$ cat src/rtl/regfile_write_arbiter_if.sv
// regfile_write_arbiter_if: requester handshakes plus the registered register-file write port
interface regfile_write_arbiter_if #(
  parameter int NUM_REQ = 4,
  parameter int DATA_W  = 32,
  parameter int ADDR_W  = 5
);
  logic                      Clear;
  logic [NUM_REQ-1:0]        ReqValid;
  logic [NUM_REQ-1:0]        ReqReady;
  logic [NUM_REQ*ADDR_W-1:0] ReqAddr;
  logic [NUM_REQ*DATA_W-1:0] ReqData;
  logic                      RegWrite;
  logic [ADDR_W-1:0]         WriteRegister;
  logic [DATA_W-1:0]         WriteData;
  logic                      Busy;
  modport master (output Clear, ReqValid, ReqAddr, ReqData,
                  input  ReqReady, RegWrite, WriteRegister, WriteData, Busy);
  modport slave  (input  Clear, ReqValid, ReqAddr, ReqData,
                  output ReqReady, RegWrite, WriteRegister, WriteData, Busy);
endinterface

$ cat src/rtl/regfile_write_arbiter.sv
// regfile_write_arbiter: zero-fills r1..r31, then shares the register-file write port
// round-robin; defining RF_ARB_FIXED_PRI_EN switches to fixed lowest-index priority.
module regfile_write_arbiter #(
  parameter int NUM_REQ = 4,
  parameter int DATA_W  = 32,
  parameter int ADDR_W  = 5
) (
  input logic Clk,
  input logic Reset_n,
  regfile_write_arbiter_if.slave bus
);
  localparam int PTR_W = $clog2(NUM_REQ);
  typedef enum logic {CLEAR, RUN} state_t;
  state_t state, nextState;
  logic [ADDR_W-1:0] clrCnt;
  logic [PTR_W-1:0] loIdx, grantIdx;
  logic [NUM_REQ-1:0] grant;
  logic [ADDR_W-1:0] selAddr;
  logic [DATA_W-1:0] selData;
  logic xfer, fillDone, doWrite;
`ifdef RF_ARB_FIXED_PRI_EN
  always_comb begin
    loIdx = '0;
    for (int i = NUM_REQ - 1; i >= 0; i--) if (bus.ReqValid[i]) loIdx = PTR_W'(i);
  end
  assign grantIdx = loIdx;
`else
  logic [PTR_W-1:0] ptr, hiIdx;
  logic hiHit;
  // hiIdx: first valid at or above the pointer; loIdx: wrap-around fallback
  always_comb begin
    loIdx = '0;
    hiIdx = '0;
    hiHit = 1'b0;
    for (int i = NUM_REQ - 1; i >= 0; i--) begin
      if (bus.ReqValid[i]) loIdx = PTR_W'(i);
      if (bus.ReqValid[i] && i >= int'(ptr)) begin
        hiIdx = PTR_W'(i);
        hiHit = 1'b1;
      end
    end
  end
  assign grantIdx = hiHit ? hiIdx : loIdx;
  always_ff @(posedge Clk or negedge Reset_n)
    if (!Reset_n) ptr <= '0;
    else if (xfer) ptr <= (grantIdx == PTR_W'(NUM_REQ - 1)) ? '0 : grantIdx + 1'b1;
`endif
  assign grant    = |bus.ReqValid ? NUM_REQ'(1) << grantIdx : '0;
  assign selAddr  = bus.ReqAddr[grantIdx*ADDR_W +: ADDR_W];
  assign selData  = bus.ReqData[grantIdx*DATA_W +: DATA_W];
  assign fillDone = clrCnt == '1;
  assign doWrite  = xfer && selAddr != '0;
  always_ff @(posedge Clk or negedge Reset_n)
    if (!Reset_n) state <= CLEAR;
    else state <= nextState;
  always_comb nextState = state == CLEAR ? (fillDone ? RUN : CLEAR) : (bus.Clear ? CLEAR : RUN);
  // Clear blocks any grant in the cycle it is seen
  always_comb begin
    bus.ReqReady = (state == RUN && !bus.Clear) ? grant : '0;
    bus.Busy     = state == CLEAR;
    xfer         = |bus.ReqReady;
  end
  always_ff @(posedge Clk or negedge Reset_n)
    if (!Reset_n) begin
      clrCnt            <= ADDR_W'(1);
      bus.RegWrite      <= 1'b0;
      bus.WriteRegister <= '0;
      bus.WriteData     <= '0;
    end else if (state == CLEAR) begin
      bus.RegWrite      <= 1'b1;
      bus.WriteRegister <= clrCnt;
      bus.WriteData     <= '0;
      clrCnt            <= fillDone ? ADDR_W'(1) : clrCnt + 1'b1;
    end else begin
      bus.RegWrite <= doWrite;
      if (doWrite) begin
        bus.WriteRegister <= selAddr;
        bus.WriteData     <= selData;
      end
      if (bus.Clear) clrCnt <= ADDR_W'(1);
    end
endmodule

$ cat src/flat_wrapper.sv
// flat-port wrapper written by rule: the top's interface ports become plain ports
module regfile_write_arbiter_flat 
#(
  parameter int NUM_REQ = 4,
  parameter int DATA_W  = 32,
  parameter int ADDR_W  = 5
)
  (Clk, Reset_n, bus_Clear, bus_ReqValid, bus_ReqAddr, bus_ReqData, bus_ReqReady, bus_RegWrite, bus_WriteRegister, bus_WriteData, bus_Busy);
  regfile_write_arbiter_if #(.NUM_REQ(NUM_REQ), .DATA_W(DATA_W), .ADDR_W(ADDR_W)) bus_i ();
  input logic Clk;
  input logic Reset_n;
  input wire logic [$bits(bus_i.Clear)-1:0] bus_Clear;
  input wire logic [$bits(bus_i.ReqValid)-1:0] bus_ReqValid;
  input wire logic [$bits(bus_i.ReqAddr)-1:0] bus_ReqAddr;
  input wire logic [$bits(bus_i.ReqData)-1:0] bus_ReqData;
  output wire logic [$bits(bus_i.ReqReady)-1:0] bus_ReqReady;
  output wire logic [$bits(bus_i.RegWrite)-1:0] bus_RegWrite;
  output wire logic [$bits(bus_i.WriteRegister)-1:0] bus_WriteRegister;
  output wire logic [$bits(bus_i.WriteData)-1:0] bus_WriteData;
  output wire logic [$bits(bus_i.Busy)-1:0] bus_Busy;
  assign bus_i.Clear = bus_Clear;
  assign bus_i.ReqValid = bus_ReqValid;
  assign bus_i.ReqAddr = bus_ReqAddr;
  assign bus_i.ReqData = bus_ReqData;
  assign bus_ReqReady = bus_i.ReqReady;
  assign bus_RegWrite = bus_i.RegWrite;
  assign bus_WriteRegister = bus_i.WriteRegister;
  assign bus_WriteData = bus_i.WriteData;
  assign bus_Busy = bus_i.Busy;
  regfile_write_arbiter #(.NUM_REQ(NUM_REQ), .DATA_W(DATA_W), .ADDR_W(ADDR_W)) u_core (.Clk(Clk), .Reset_n(Reset_n), .bus(bus_i));
endmodule
$ cat config.mk
export PLATFORM = sky130hd
export DESIGN_NAME = regfile_write_arbiter_flat
export DESIGN_NICKNAME = d
export VERILOG_FILES = /design/src/rtl/regfile_write_arbiter_if.sv /design/src/rtl/regfile_write_arbiter.sv /design/src/flat_wrapper.sv
export SDC_FILE = /design/constraint.sdc
export NUM_CORES = 1
export LEC_CHECK = 0
export ABC_CLOCK_PERIOD_IN_PS = 4400
export CELL_PAD_IN_SITES_DETAIL_PLACEMENT = 0
export CELL_PAD_IN_SITES_GLOBAL_PLACEMENT = 1
export CORE_MARGIN = 8
export CORE_UTILIZATION = 27
export CTS_CLUSTER_DIAMETER = 60
export DETAILED_ROUTE_END_ITERATION = 8
export PLACE_DENSITY_LB_ADDON = 0.15
export SETUP_SLACK_MARGIN = 0.4
export SLEW_MARGIN = 20
export SYNTH_ARGS = -nofsm -noshare
export SYNTH_HDL_FRONTEND = slang
export SYNTH_SLANG_ARGS = --single-unit
$ cat constraint.sdc
create_clock -name Clk -period 4.4 [get_ports Clk]
set_clock_uncertainty 0.1 [all_clocks]
set_input_delay 0.88 -clock Clk [delete_from_list [all_inputs] [get_ports Clk]]
set_output_delay 0.88 -clock Clk [all_outputs]
set_load 0.01 [all_outputs]
==> results of run 1 <==
==> logic make-up (layout without fill, tap and decap cells) <==
kind of cell / count (synthesis) / after routing / share of synthesized area
compound gates: 72 / 72 / 0.139
xor+xnor: 2 / 2 / 0.00512
fa+ha+maj: 6 / 6 / 0.0219
buf+inv: 33 / 224 / 0.0544
flops: 46 / 46 / 0.337
mux: 100 / 100 / 0.304
simple gates: 108 / 108 / 0.139
==> power groups by stage <==
stage	clock network, mW	registers, mW	logic (mW)
finish	0.439	0.577	1.19
global route	0.469	0.589	1.32
CTS	0.453	0.574	1.21
detailed placement	0	0.580	1.19
global placement	0	0.578	1.18
floorplan	0	0.586	0.770
==> path summary, 6_finish.rpt <==
path,from,endpoint,slack [ns],cells after the start
worst max-delay path,bus_ReqValid[2],bus_ReqReady[1],0.50,8
worst min-delay path,u_core.bus.WriteData[4],u_core.bus.WriteData[4],0.44,2
worst max register to register,u_core.ptr[1],u_core.bus.WriteData[19],1.36,9
worst min register to register,u_core.bus.WriteData[4],u_core.bus.WriteData[4],0.44,2
max in group asynchronous,Reset_n,u_core.bus.WriteData[30],3.25,1
min in group asynchronous,Reset_n,u_core.bus.WriteData[16],0.51,1
==> worst reg2reg max path: cells and delay by family (launching register included) <==
family	cells	cell delay, ns
AND/OR/NAND/NOR	2	0.33
AO/OA/AOI/OAI	2	0.52
buffers and inverters	3	0.89
multiplexers	2	0.63
flip-flops	1	0.46
==> state kept, by name, summed over array words and instances (netlist names) <==
signal and flops:
u_core.bus.WriteData 32, u_core.bus.WriteRegister 5, u_core.clrCnt 5, u_core.ptr 2, u_core.bus.RegWrite 1, u_core.state 1
==> per-layer routing <==
layer | global-route usage | up-vias | part of all wire
li1 | - | 1682 | -
met1 | 0.152 | 1541 | 0.39
met2 | 0.264 | 90 | 0.53
met3 | 0.0496 | 4 | 0.075
met4 | 0.0249 | 0 | 0.0052
met5 | 0 | - | 0
==> area by class of cell <==
| class | instances | share of cell area |
|---|---|---|
| Clock buffer | 7 | 0.0248 |
| Sequential cell | 46 | 0.200 |
| Tap cell | 172 | 0.0374 |
| Inverter | 10 | 0.00674 |
| Timing Repair Buffer | 206 | 0.357 |
| Clock inverter | 1 | 0.00522 |
| Multi-Input combinational cell | 288 | 0.369 |
==> cells in the mapped netlist, types with 2 or more instances <==
cell,count
buf_2,5
nor2_1,9
a31oi_1,5
mux2i_1,67
nand3_1,5
nand4_1,4
buf_1,2
and2_1,4
o31ai_1,6
o31a_1,2
nand2b_1,6
ha_1,6
nand2_1,74
o211ai_1,6
a21oi_1,4
clkbuf_1,12
buf_12,3
clkinv_1,2
o21ai_0,34
dfrtp_1,45
mux2_2,33
inv_1,7
a211o_1,2
nor2_2,2
a22o_1,4
==> layout by cell type, fill, tap and decap left out, drive strengths merged, types with 6 or more instances in the layout <==
cell	synthesis	routed
a31oi	6	6
buf	11	10
clkbuf	12	7
clkdlybuf4s50	0	195
dfrtp	45	45
ha	6	6
inv	8	7
mux2	33	33
mux2i	67	67
nand2	74	74
nand2b	6	6
nor2	11	11
o211ai	6	6
o21ai	34	34
o31ai	6	6
==> metrics by stage <==
step                total power [mW]  cell area (µm²)  utilization  worst slack [ns]
floorplan                       1.36             3430            -             0.678
global placement                1.76             5530        0.442             0.296
detailed placement              1.77             5530        0.442             0.234
CTS                             2.24             5720        0.457             0.410
global route                    2.38             5750        0.460             0.375
finish                          2.21             5750        0.460             0.496
==> repair_timing <==
action	CTS	global route
hold endpoints to repair	0	0
hold buffers	0	0
resized for setup	0	5
endpoints found under the setup margin	2	4
setup buffers	3	0
pin swaps	1	1
==> out/qor.txt, run 1 <==
largest net degree at the start of global routing: 65
RSZ-0062 raised after global routing: true
outcome: finished clean
final hold violation count: 0
Initial Util: 0.274
H-tree depth: 2
Mapped Area: 3420 µm²
Final HPWL DP: 9440 µm
Sequential Power Share: 0.261
Max-cap violations: 0
top_reg_cell synth: dfrtp_1
CTS Root Cell: clkbuf_16
DP Cell Count: 719
fillers: 1267
DRC: 0
DR vias/cell: 4.54
WL final: 12000 µm
Final Setup Violations: 0
Routed WL per cell: 16.4 µm
Worst Hold Class: reg2reg
Layout Nets: 718
CTS max path bufs: 2
Syn. warnings: 0
slew margin rel.: 0.370
Ant. Diodes: 0
Lkg Pwr: 2.34 nW
routability cong.: 0.816
final worst-path cycle share: 0.887
#FFs+latches synth: 46
GRT Resource Usage Total: 0.142
cells after synthesis: 367
CTS tree: done
slowest stage delay, CP: 0.53 ns
Port Buffers: 197
post-layout min period: 3.90 ns
Post-synth ARST share: 1.00
power share of the clock group: 0.199
crit path buf inv count: 3
family with the most delay on the worst path: buffers and inverters
Worst Path Required: 3.42 ns
Netlist cell types: 43
die area: 16500 µm²
Max Transition Viols Final: 0
initial antenna violation count: 0
setup TNS: 0 ns
sw frac: 0.368
Worst Hold Slack: 0.435 ns
Mapped Nets: 528
register cell area after layout: 1150 µm²
sw power: 0.813 mW
share of post-route cells with drive strength above 1: 0.111
Rows: 41
CP most frequent cell: clkdlybuf4s50_1
GRT overflow: 0
CTS Buf Count: 5
Initial DRC Count: 128
Avg Cell Area, Syn: 9.33 µm²
critical-path cell list: clkdlybuf4s50_1 > nand2b_1 > a21oi_4 > nor3_4 > buf_4 > ha_1 > and2_1 > clkdlybuf4s50_1
Slew @ Worst Pin: 0.945 ns
Setup crit start kind: primary input
CTS clk-pin slew, worst paths: 0.06 ns
DRT Pass-1 Iters: 4
cell taking the most area after synthesis: dfrtp_1
fmax: 0.256 GHz
die height: 129 µm
vias in the first global route: 3521
clk sinks: 46
EDFF count, synth: 0
largest cells by area after synthesis: dfrtp_1, mux2i_1, mux2_2, nand2_1, o21ai_0
CP Capture Type: primary output
Die Wd: 129 µm
area fraction of the dominant cell type after synthesis: 0.329
core box area: 12500 µm²
CP arrival: 2.92 ns
Layout area overhead: 68.0%
CP Class: in2out
PwrDens: 384 nW/µm²
boundary pin count: 198
Seq/Total Area, Yosys: 0.336
slowest cell on the critical path: clkdlybuf4s50_1
area of the multi-input gates: 2120 µm²
post-route ant nets: 0
cell internal pwr: 1.40 mW
vias: 3317
worst skew pair latency: 0.28 ns
post-route insts no fill: 730
Peak VDD IR: 0.195 mV
CP Max Fanout: 9
combinational fraction of design power: 0.540
first-pass GRT wire length: 18400 µm
(Power assumes the default switching activity.)
==> inputs of run 2 (changes only) <==
HOLD_SLACK_MARGIN = 0.02   (was unset)
==> results of run 2 <==
Final layout, timing and power as in run 1 (identical DEF).
==> inputs of run 3 (changes only) <==
GPL_ROUTABILITY_DRIVEN = 0   (was unset)
SETUP_SLACK_MARGIN = 0.15   (was 0.4)
==> run 3 against run 2 <==
- sequential share of layout area up 0.15 points
- via count up 0.63%
- clock power down 2%
- final area down 0.76%
- largest cell class unchanged
- highest routed layer unchanged
==> out/qor.txt, run 3 (same netlist as run 1, synthesis figures left out) <==
worst skew pair latency: 0.28 ns (about the same)
CP arrival: 3.10 ns (was 2.92 ns)
CP Capture Type: primary output (unchanged)
fillers: 1281 (was 1267)
Worst Hold Class: reg2reg (unchanged)
Initial Util: 0.274 (unchanged)
CTS clk-pin slew, worst paths: 0.06 ns (about the same)
Lkg Pwr: 2.32 nW (was 2.34 nW)
Peak VDD IR: 0.157 mV (was 0.195 mV)
CTS Root Cell: clkbuf_16 (unchanged)
CP Max Fanout: 9 (unchanged)
Initial DRC Count: 152 (was 128)
GRT Resource Usage Total: 0.144 (was 0.142)
outcome: finished clean (unchanged)
Die Wd: 129 µm (unchanged)
Slew @ Worst Pin: 0.597 ns (was 0.945 ns)
commonest non-fill, non-tap cell in the layout: clkdlybuf4s50_1 (unchanged)
final worst-path cycle share: 0.928 (was 0.887)
DRT Pass-1 Iters: 4 (unchanged)
core box area: 12500 µm² (unchanged)
GRT overflow: 0 (unchanged)
post-route ant nets: 0 (unchanged)
CTS max path bufs: 2 (unchanged)
die area: 16500 µm² (unchanged)
share of post-route cells with drive strength above 1: 0.104 (was 0.111)
Layout Nets: 717 (was 718)
largest net degree at the start of global routing: 47 (was 65)
Setup crit start kind: primary input (unchanged)
WL final: 12000 µm (about the same)
# Post-CTS Setup Buffers: 0 (was 3)
max FFs per register: 32 (unchanged)
Rows: 41 (unchanged)
Max Transition Viols Final: 0 (unchanged)
final core occ: 0.456 (was 0.460)
Resize count post-CTS: 0 (unchanged)
Final HPWL DP: 9850 µm (was 9440 µm)
boundary pin count: 198 (unchanged)
Regs by FF count: u_core.bus.WriteData: 32 flops, u_core.bus.WriteRegister: 5 flops, u_core.clrCnt: 5 flops (unchanged)
die height: 129 µm (unchanged)
PwrDens: 382 nW/µm² (was 384 nW/µm²)
Routed WL per cell: 16.5 µm (was 16.4 µm)
Max-cap violations: 0 (unchanged)
vias: 3338 (was 3317)
vias in the first global route: 3689 (was 3521)
Ant. Diodes: 0 (unchanged)
RSZ-0062 raised after global routing: false (was true)
area of the multi-input gates: 2090 µm² (was 2120 µm²)
register cell area after layout: 1150 µm² (unchanged)
first-pass GRT wire length: 18900 µm (was 18400 µm)
hold_buf cts: 0 (unchanged)
DR vias/cell: 4.59 (was 4.54)
CP Class: in2out (unchanged)
Final Setup Violations: 0 (unchanged)
largest reg by FF count: u_core.bus.WriteData (unchanged)
post-layout min period: 4.08 ns (was 3.90 ns)
Worst Path Required: 3.42 ns (about the same)
final hold violation count: 0 (unchanged)
Tot Pwr: 2.18 mW (was 2.21 mW)
CTS Buf Count: 5 (unchanged)
Port Buffers: 197 (unchanged)
Layout area overhead: 66.7% (was 68.0%)
H-tree depth: 2 (unchanged)
fmax: 0.245 GHz (was 0.256 GHz)
slew margin rel.: 0.602 (was 0.370)
setup TNS: 0 ns (unchanged)
initial antenna violation count: 0 (unchanged)
clk sinks: 46 (unchanged)
CTS tree: done (unchanged)
DRC: 0 (unchanged)
most frequent cells in the layout: clkdlybuf4s50_1, nand2_1, mux2i_1, dfrtp_1, o21ai_0 (unchanged)
run 3: changes by cell type in the layout (fill, tap and decap cells not counted), sizes merged:
cell	previous run	this run
clkbuf	7	6
dlymetal6s2s	1	0
buf	10	9
clkdlybuf4s50	195	196
run 3: through the flow:
| stage | hold WS (ns) | std cells | setup slack, ns | area (µm²) |
|---|---|---|---|---|
| floorplan | 0.393 | 367 | 0.265 | 3420 |
| global placement | 0.420 | 721 | 0.387 | 5540 |
| detailed placement | 0.426 | 721 | 0.323 | 5540 |
| CTS | 0.436 | 728 | 0.319 | 5710 |
| global route | 0.450 | 728 | 0.189 | 5710 |
| finish | 0.432 | 728 | 0.317 | 5710 |
run 3: layer usage:
layer | GRT usage | up-vias | wire length [µm]
met4 | 0.0249 | 0 | 76
met3 | 0.0492 | 5 | 879
li1 | - | 1684 | -
met1 | 0.154 | 1558 | 4570
met5 | 0 | - | 0
met2 | 0.271 | 91 | 6520
run 3: worst paths after layout:
path	startpoint	to	slack, ns	cells past startpoint
worst max-delay path	bus_ReqValid[3]	bus_ReqReady[2]	0.32	8
worst min-delay path	u_core.bus.WriteData[15]	u_core.bus.WriteData[15]	0.43	2
worst max register to register	u_core.ptr[1]	u_core.bus.WriteData[7]	1.29	11
worst min register to register	u_core.bus.WriteData[15]	u_core.bus.WriteData[15]	0.43	2
max in group asynchronous	Reset_n	u_core.bus.WriteData[5]	3.29	1
min in group asynchronous	Reset_n	u_core.bus.WriteData[15]	0.50	1
run 3: where the power goes:
part           internal, mW  total, mW  switching (mW)  leakage, nW
logic                 0.594       1.18           0.583         1.62
clock network         0.280      0.431           0.150       0.0829
registers             0.506      0.573          0.0670        0.612
run 3: worst max-delay path, stage by stage:
cell             delay, ns
clkdlybuf4s50_1       0.54
mux2i_1               0.09
and2_4                0.20
nor3_4                0.35
clkinv_2              0.17
ha_1                  0.25
and2_1                0.15
clkdlybuf4s50_1       0.48
run 3: area by class of cell:
class | instances | share of cell area
multi-input combinational | 288 | 0.366
timing repair buffer | 205 | 0.358
inverter | 10 | 0.00680
clock inverter | 1 | 0.00526
clock buffer | 6 | 0.0243
tap | 172 | 0.0377
sequential | 46 | 0.202
